$ cat config.mk
export PLATFORM = sky130hd
export DESIGN_NAME = execution_sequencer
export DESIGN_NICKNAME = d
export VERILOG_FILES = /design/src/rtl/execution_sequencer.sv
export SDC_FILE = /design/constraint.sdc
export NUM_CORES = 1
export LEC_CHECK = 0
export BUFFER_PORTS_ARGS = -buffer_cell sky130_fd_sc_hd__buf_2
export CAP_MARGIN = 0
export CORE_MARGIN = 3
export CORE_UTILIZATION = 44
export DETAILED_ROUTE_END_ITERATION = 16
export PLACE_DENSITY = 0.79
export SYNTH_ARGS = -nofsm -noshare
export SYNTH_HDL_FRONTEND = slang
export SYNTH_SLANG_ARGS = --single-unit
$ cat constraint.sdc
create_clock -name clock -period 1.7 [get_ports clock]
set_clock_uncertainty 0.05 [all_clocks]
set_input_delay 0.17 -clock clock [delete_from_list [all_inputs] [get_ports clock]]
set_output_delay 0.17 -clock clock [all_outputs]
set_load 0.02 [all_outputs]
$ cat src/rtl/execution_sequencer.sv
// Purpose : Moore FSM pacing each instruction through BOOT, LOAD, DISPATCH, EXEC, ADVANCE (plus JUMP, HALT).
// Latency : outputs decode from the state register; every input acts one clock after it is sampled.
// Backpr. : none; enable=0 freezes state, counters and outputs (the jump detector keeps sampling).
//
// Ports:
//   clock, reset_n                   : clock; synchronous active-low reset
//   enable                           : 1 = advance, 0 = freeze
//   instruction_finish_control_line  : last microcode step of the current instruction
//   halt / resume                    : level halt request; leave HALT when halt=0 and resume=1
//   jump_flag                        : rising edge requests a program-counter load
//   microcode_sequencer_load_n/enable, microcode_rom_read_enable,
//   program_counter_enable/load_n    : control lines to the PC, microcode counter and ROM
//   halted, step_count, fault        : status
//
// Optional feature: define EXEC_SEQUENCER_WATCHDOG_EN to build the EXEC watchdog.
// Without it, fault is tied to 0 and EXEC may last indefinitely.

module execution_sequencer #(
   parameter int BOOT_CYCLES = 1,
   parameter int JUMP_CYCLES = 1,
   parameter int STEP_W      = 5,
   parameter int MAX_STEPS   = 16
) (
   input  logic              clock,
   input  logic              reset_n,
   input  logic              enable,
   input  logic              instruction_finish_control_line,
   input  logic              halt,
   input  logic              resume,
   input  logic              jump_flag,
   output logic              microcode_sequencer_load_n,
   output logic              microcode_sequencer_enable,
   output logic              microcode_rom_read_enable,
   output logic              program_counter_enable,
   output logic              program_counter_load_n,
   output logic              halted,
   output logic [STEP_W-1:0] step_count,
   output logic              fault
);

   // One counter serves both the BOOT delay and the JUMP hold; the two never overlap.
   localparam int CNT_MAX = (BOOT_CYCLES > JUMP_CYCLES) ? BOOT_CYCLES : JUMP_CYCLES;
   localparam int CNT_W   = $clog2(CNT_MAX + 1);

   generate
      if (BOOT_CYCLES < 1 || JUMP_CYCLES < 1 || MAX_STEPS < 1 || MAX_STEPS >= (1 << STEP_W)) begin : g_bad_params
         $error("execution_sequencer: illegal parameter combination");
      end
   endgenerate

   typedef enum logic [2:0] {
      S_BOOT,
      S_LOAD,
      S_DISPATCH,
      S_EXEC,
      S_ADVANCE,
      S_JUMP,
      S_HALT
   } state_t;

   state_t             state, state_nxt;
   logic [CNT_W-1:0]   cnt, cnt_nxt;
   logic [STEP_W-1:0]  step_nxt;
   logic               jump_q;
   logic               jump_edge;
   logic               fault_q;

   // The detector samples even while frozen, so an edge seen during enable=0 is consumed there
   // and cannot fire later when jump_flag is still high.
   assign jump_edge = jump_flag & ~jump_q;

`ifdef EXEC_SEQUENCER_WATCHDOG_EN
   logic fault_nxt;

   always_ff @(posedge clock) begin
      if (!reset_n) begin
         fault_q <= 1'b0;
      end else begin
         fault_q <= fault_nxt;
      end
   end
`else
   assign fault_q = 1'b0;
`endif

   assign fault = fault_q;

   always_ff @(posedge clock) begin
      if (!reset_n) begin
         state      <= S_BOOT;
         cnt        <= '0;
         step_count <= '0;
         jump_q     <= 1'b0;
      end else begin
         jump_q     <= jump_flag;
         state      <= state_nxt;
         cnt        <= cnt_nxt;
         step_count <= step_nxt;
      end
   end

   always_comb begin
      state_nxt = state;
      cnt_nxt   = cnt;
      step_nxt  = step_count;
`ifdef EXEC_SEQUENCER_WATCHDOG_EN
      fault_nxt = fault_q;
`endif

      if (enable) begin
         // Step counting follows the current state only, independent of halt/jump overrides.
         if (state == S_LOAD) begin
            step_nxt = '0;
         end else if ((state == S_DISPATCH || state == S_EXEC) && step_count != {STEP_W{1'b1}}) begin
            step_nxt = step_count + STEP_W'(1);
         end

         if (halt) begin
            state_nxt = S_HALT;
         end else if (jump_edge && state inside {S_LOAD, S_DISPATCH, S_EXEC, S_ADVANCE, S_JUMP}) begin
            // Entering JUMP, or re-arming the hold when already in JUMP.
            state_nxt = S_JUMP;
            cnt_nxt   = '0;
         end else begin
            case (state)
               S_BOOT: begin
                  if (cnt == CNT_W'(BOOT_CYCLES)) begin
                     state_nxt = S_LOAD;
                     cnt_nxt   = '0;
                  end else begin
                     cnt_nxt = cnt + CNT_W'(1);
                  end
               end
               S_LOAD:     state_nxt = S_DISPATCH;
               S_DISPATCH: state_nxt = instruction_finish_control_line ? S_ADVANCE : S_EXEC;
               S_EXEC: begin
`ifdef EXEC_SEQUENCER_WATCHDOG_EN
                  if (!instruction_finish_control_line && step_count == STEP_W'(MAX_STEPS)) begin
                     state_nxt = S_HALT;
                     fault_nxt = 1'b1;
                  end else
`endif
                  if (instruction_finish_control_line) begin
                     state_nxt = S_ADVANCE;
                  end
               end
               S_ADVANCE:  state_nxt = S_LOAD;
               S_JUMP: begin
                  if (cnt == CNT_W'(JUMP_CYCLES - 1)) begin
                     state_nxt = S_LOAD;
                     cnt_nxt   = '0;
                  end else begin
                     cnt_nxt = cnt + CNT_W'(1);
                  end
               end
               S_HALT: begin
                  // halt is already known low here; the PC was not advanced, so the
                  // interrupted instruction restarts from its opcode.
                  if (resume && !fault_q) begin
                     state_nxt = S_LOAD;
                  end
               end
               default:    state_nxt = S_BOOT;
            endcase
         end
      end

      microcode_sequencer_load_n = 1'b1;
      microcode_sequencer_enable = 1'b0;
      microcode_rom_read_enable  = 1'b0;
      program_counter_enable     = 1'b0;
      program_counter_load_n     = 1'b1;
      halted                     = 1'b0;

      case (state)
         S_LOAD: begin
            microcode_sequencer_load_n = 1'b0;
            microcode_rom_read_enable  = 1'b1;
         end
         S_DISPATCH: microcode_rom_read_enable = 1'b1;
         S_EXEC: begin
            microcode_rom_read_enable  = 1'b1;
            microcode_sequencer_enable = 1'b1;
         end
         S_ADVANCE:  program_counter_enable = 1'b1;
         S_JUMP:     program_counter_load_n = 1'b0;
         S_HALT:     halted = 1'b1;
         default:    ;
      endcase
   end

endmodule
# Word-level counts from Yosys, hierarchy flattened
# Index checks and enable logic that the tools add are counted.
# totals
regBits,10
latchBits,0
ram_bits,0
rom_bits,0
input_bits,7
output_inout_bits,12
wordCells,51
n_memories,0
# classes
add_sub_neg,2
mul,0
n_div,0
order_cmp,0
eq_ne,11
shift,0
muxes,20
bitwise,3
n_reduce_logical,11
# op_table
cell,n
3-bit 2-to-1 mux,7
3-bit one-hot mux with 7 select lines,1
5-bit 2-to-1 mux,2
3-bit equality test (second input constant),3
1-bit 2-to-1 mux,9
4-bit by 3-bit != test with 1-bit output (second input constant),2
4-bit != test (second input constant),2
3-bit by 2-bit equality test with 1-bit output (second input constant),2
5-bit by 1-bit adder with 5-bit output (second input constant),1
5-bit != test (second input constant),1
5-bit AND reduction,1
5-bit nonzero test,1
3-bit by 1-bit equality test with 1-bit output (second input constant),1
3-bit zero test,1
3-bit AND reduction,1
3-bit nonzero test,1
3-bit OR reduction,1
1-bit logical AND,2
1-bit NOT,2
1-bit one-hot mux with 2 select lines,1
2-bit AND reduction,1
2-bit nonzero test,1
1-bit adder (second input constant),1
1-bit AND,1
1-bit logical OR,1

# Depth between registers and ports, before layout
# depth
depth_word,5
mapped_depth,7
mapped_depth_nobuf,7

# Worst setup path after synthesis
# No wires, ideal clock.
# synth_path
path_kind,register -> register
startpoint,reg step_count[0]
endpoint,reg step_count[0]
setup_ps,121
t_arrival_ps,1528
t_required_ps,1529
slack_ps,1
path_stages_with_launch,8
path_buffers,0
period_less_slack_ps,1699
path_cell_list,dfxtp_1 > ha_1 > and3_1 > ha_1 > a21boi_1 > nand2_1 > xor2_1 > nor2_1
# synth_between
elab_chain_len,4
word_cells_on_any_way,7
cone_classes,1 x add/sub; 1 x eq/ne; 2 x mux; 3 x reduce/logical
# synth_rtl
element,line_no,rtl
from (decl),37,"output logic [STEP_W-1:0] step_count,"
from (signal assigned),98,step_count <= step_nxt;
"parallel branches: the longest is 4 deep, another holds 5-bit by 1-bit adder with 5-bit output",-,
# Parallel ways; which one is timed is not known. The select of a mux whose other input is x is not followed.
# A chain may end at the register's enable or synchronous reset.

# Final worst setup path
# layout_path
startpoint,reg state[2]
endpoint,out microcode_sequencer_load_n
# layout_between
elab_chain_len,2
# layout_rtl
element,line_no,rtl
from (decl),61,"state_t state, state_nxt;"
from (signal assigned),96,state <= state_nxt;
3-bit by 1-bit equality test with 1-bit output,175,case (state)
1-bit 2-to-1 mux,175,
to (decl),31,"output logic microcode_sequencer_load_n,"
# Every way passes these cells.

==> impl_metrics.yaml <==
clocking:
  cts-hold-fix-buffers: 0
  clk_pin_slew_ns: 0.06
  cts_buffers: 3
  numClockSinks: 10
  clockBufferDepth: 2
  clock_latency_ns: 0.26
  root_buffer: "clkbuf_4"
  htreeDepth: 1
  cts_tree: "built"
worst_setup_path:
  crit_path_max_incr_delay_ns: 0.38
  reg2reg_slack_ns: 0.11
  startpoint_type: "flip-flop"
  critical_path_buf_inv_count: 2
  worstPathArrival_ns: 1.40
  path_delay_family: "buffers and inverters"
  crit_slowest_cell: "dfxtp_1"
  endpoint_kind: "primary output"
  reg2reg_depth: 7
  crit_fanout: 10
  critPathRequiredTime_ns: 1.48
  reg2reg_from: "step_count[1]$_SDFFE_PN0P_"
  path_class: "flip-flop to primary output"
  path_cells: "buf_4, nor2_1, nand2_1, buf_2"
  reg2reg_to: "step_count[0]$_SDFFE_PN0P_"
floorplanning:
  initial_core_util_pct: 49.3
  row_count: 13
  io_pins: 19
  dieArea_um2: 2040
  coreArea_um2: 1370
  die_height_um: 45.1
  die_w_um: 45.1
outcome:
  status: "finished clean"
routing:
  vias: 724
  met2WireLength_um: 767
  wl_mm: 1.69
  wl_met1_um: 746
  wl_met3_um: 177
  post_drt_via_cell_ratio: 5.89
  detail-route-antenna-nets: 0
  drtPass1Iterations: 4
  drt-initial-drc-count: 33
  drc: 0
  top_layer_used: "met3"
  avgRoutedWirePerCell_um: 13.7
layout:
  fin_nets: 118
  final_area_um2: 840
  num_antenna_cells: 0
  layout_common_cells: "buf_2, dfxtp_1, nand2_1, nor2_1, a21oi_1"
  final_common_cell: "buf_2"
  syn_to_final_growth_pct: 24.7
  n_fill_cell: 127
  layout-drive-gt1-share_pct: 33.3
  final_util_pct: 61.4
synth:
  synth.distinct_cells: 39
  syn_avg_cell_area_um2: 7.65
  synth-edff-count: 0
  netlist_instances: 88
  syn_nets: 97
  async_flop_share_pct: 0
  netlist_area_um2: 673
  synth-seq-cells: 10
  ys_seq_area_share_pct: 29.7
  synth_flop_cell: "dfxtp_1"
  ys_warn_count: 0
timing:
  finalHoldViolations: 0
  max_freq_mhz: 616
  setup_violations: 0
  fin_setup_tns_ns: 0
  finalCritPeriodShare_pct: 95.5
  min_period_ns: 1.62
  slew_viol_final: 0
min_path:
  hold_class: "input pin to flip-flop"
  hold_path_depth: 2
  hold_start: "jump_flag"
  holdPathEnd: "jump_q$_SDFF_PN0_"
power_and_ir_drop:
  p_leak_nw: 0.375
  p_int_uw: 492
  p_per_area_nw_per_um2: 898
  p_sw_uw: 262
  ir_worst_vdd_v: 0.000621
  p_seq_share_pct: 37.1
  power.total_uw: 754
  switching_share_pct: 34.7
  comb_power_share_pct: 35.4
  clkPwrFrac_pct: 27.5
global_route:
  grt_pass1_vias: 621
  grt-ovfl-total: 0
  grt_pass1_wl_mm: 2.70
  grt_max_degree: 14
  antenna_found_initial: 0
  grtUsageTotal_pct: 18.0
placement:
  placed_cell_area_um2: 781
  port-buffer-count: 17
  place.gp.congestion: 0.901
  hpwl_mm: 1.21
run:
  cap_violations: 0
-- worst reg2reg max path: cells and delay by family, from the launching register on --
family	cells	cell delay [ns]
adder cells (fa/ha/maj)	2	0.37
XOR/XNOR	1	0.16
AO/OA/AOI/OAI	1	0.19
AND/OR/NAND/NOR	3	0.38
flip-flops	1	0.33
-- flip-flops by register name, indices dropped and copies added, names as in the netlist --
signal      cells
step_count      5
state           3
cnt             1
jump_q          1
-- layer usage --
layer / track usage [%] / vias to the layer above
li1: - / 359
met1: 24.7 / 327
met2: 25.4 / 38
met3: 8.76 / 0
met4: 3.51 / 0
met5: 0 / -
-- worst max path at each step --
stage,start,to,slack (ns),depth (start not counted)
final,state[2]$_SDFFE_PN0P_,microcode_sequencer_load_n,0.08,4
after global routing,state[1]$_SDFFE_PN0P_,microcode_sequencer_load_n,-0.0005,4
after CTS,step_count[1]$_SDFFE_PN0P_,step_count[0]$_SDFFE_PN0P_,0.06,7
after detailed placement,step_count[1]$_SDFFE_PN0P_,step_count[0]$_SDFFE_PN0P_,-0.03,7
after global placement,step_count[1]$_SDFFE_PN0P_,step_count[0]$_SDFFE_PN0P_,0.04,7
after floorplan,step_count[0]$_SDFFE_PN0P_,step_count[0]$_SDFFE_PN0P_,0.001,7
-- cells in the mapped netlist (2+ instances only) --
library cell | count | area share [%]
and2_1 | 2 | 1.9
xor2_1 | 3 | 3.9
a221oi_1 | 2 | 2.6
nor2_1 | 7 | 3.9
a21oi_1 | 7 | 5.2
nand2_1 | 8 | 4.5
dfxtp_1 | 10 | 30
nand4_1 | 3 | 2.8
ha_1 | 2 | 3.7
and3_1 | 3 | 2.8
inv_2 | 3 | 1.7
buf_2 | 3 | 2.2
nand3_1 | 4 | 3.0
o22ai_1 | 2 | 1.9
nor2b_1 | 4 | 3.7
o21ai_0 | 2 | 1.5
-- timing repair --
action	in CTS	in global routing
buffers inserted	0	0
pin swaps	0	4
gates cloned	0	0
gates resized for setup	1	5
endpoints found under the hold margin	0	0
endpoints found under the setup margin	3	4
-- power by group through the flow --
stage | Sequential, mW | Combinational, mW | Clock [mW]
3_3_place_gp | 0.283 | 0.253 | 0
4_1_cts | 0.278 | 0.258 | 0.215
2_1_floorplan | 0.283 | 0.179 | 0
6_report | 0.280 | 0.267 | 0.207
3_5_place_dp | 0.283 | 0.255 | 0
5_1_grt | 0.282 | 0.292 | 0.233
-- through the flow --
step                      hold WS, ns  instances  setup WS [ns]
after global routing           0.0782        123      -0.000499
after global placement          0.340        119         0.0360
after floorplan                 0.242         88        0.00114
after CTS                      0.0839        123         0.0635
final                          0.0899        123         0.0758
after detailed placement        0.353        119        -0.0304
-- cells by family (layout without fill, tap and decap cells) --
logic type	after synthesis	count (layout)	synth area share, %
AO/OA/AOI/OAI	24	24	25.3
AND/OR/NAND/NOR	39	39	30.7
other	1	1	0.557
adder cells (fa/ha/maj)	2	2	3.72
XOR/XNOR	3	3	3.90
flip-flops	10	10	29.7
buffers and inverters	9	29	6.13
-- final cells by class --
cell class,count,area [µm²],area share (%)
Inverter,4,15.0,1.79
Sequential cell,10,201,24.0
Timing Repair Buffer,21,115,13.7
Multi-Input combinational cell,69,453,53.9
Clock buffer,4,36.3,4.32
Tap cell,15,18.8,2.24
(Power assumes the default switching activity.)
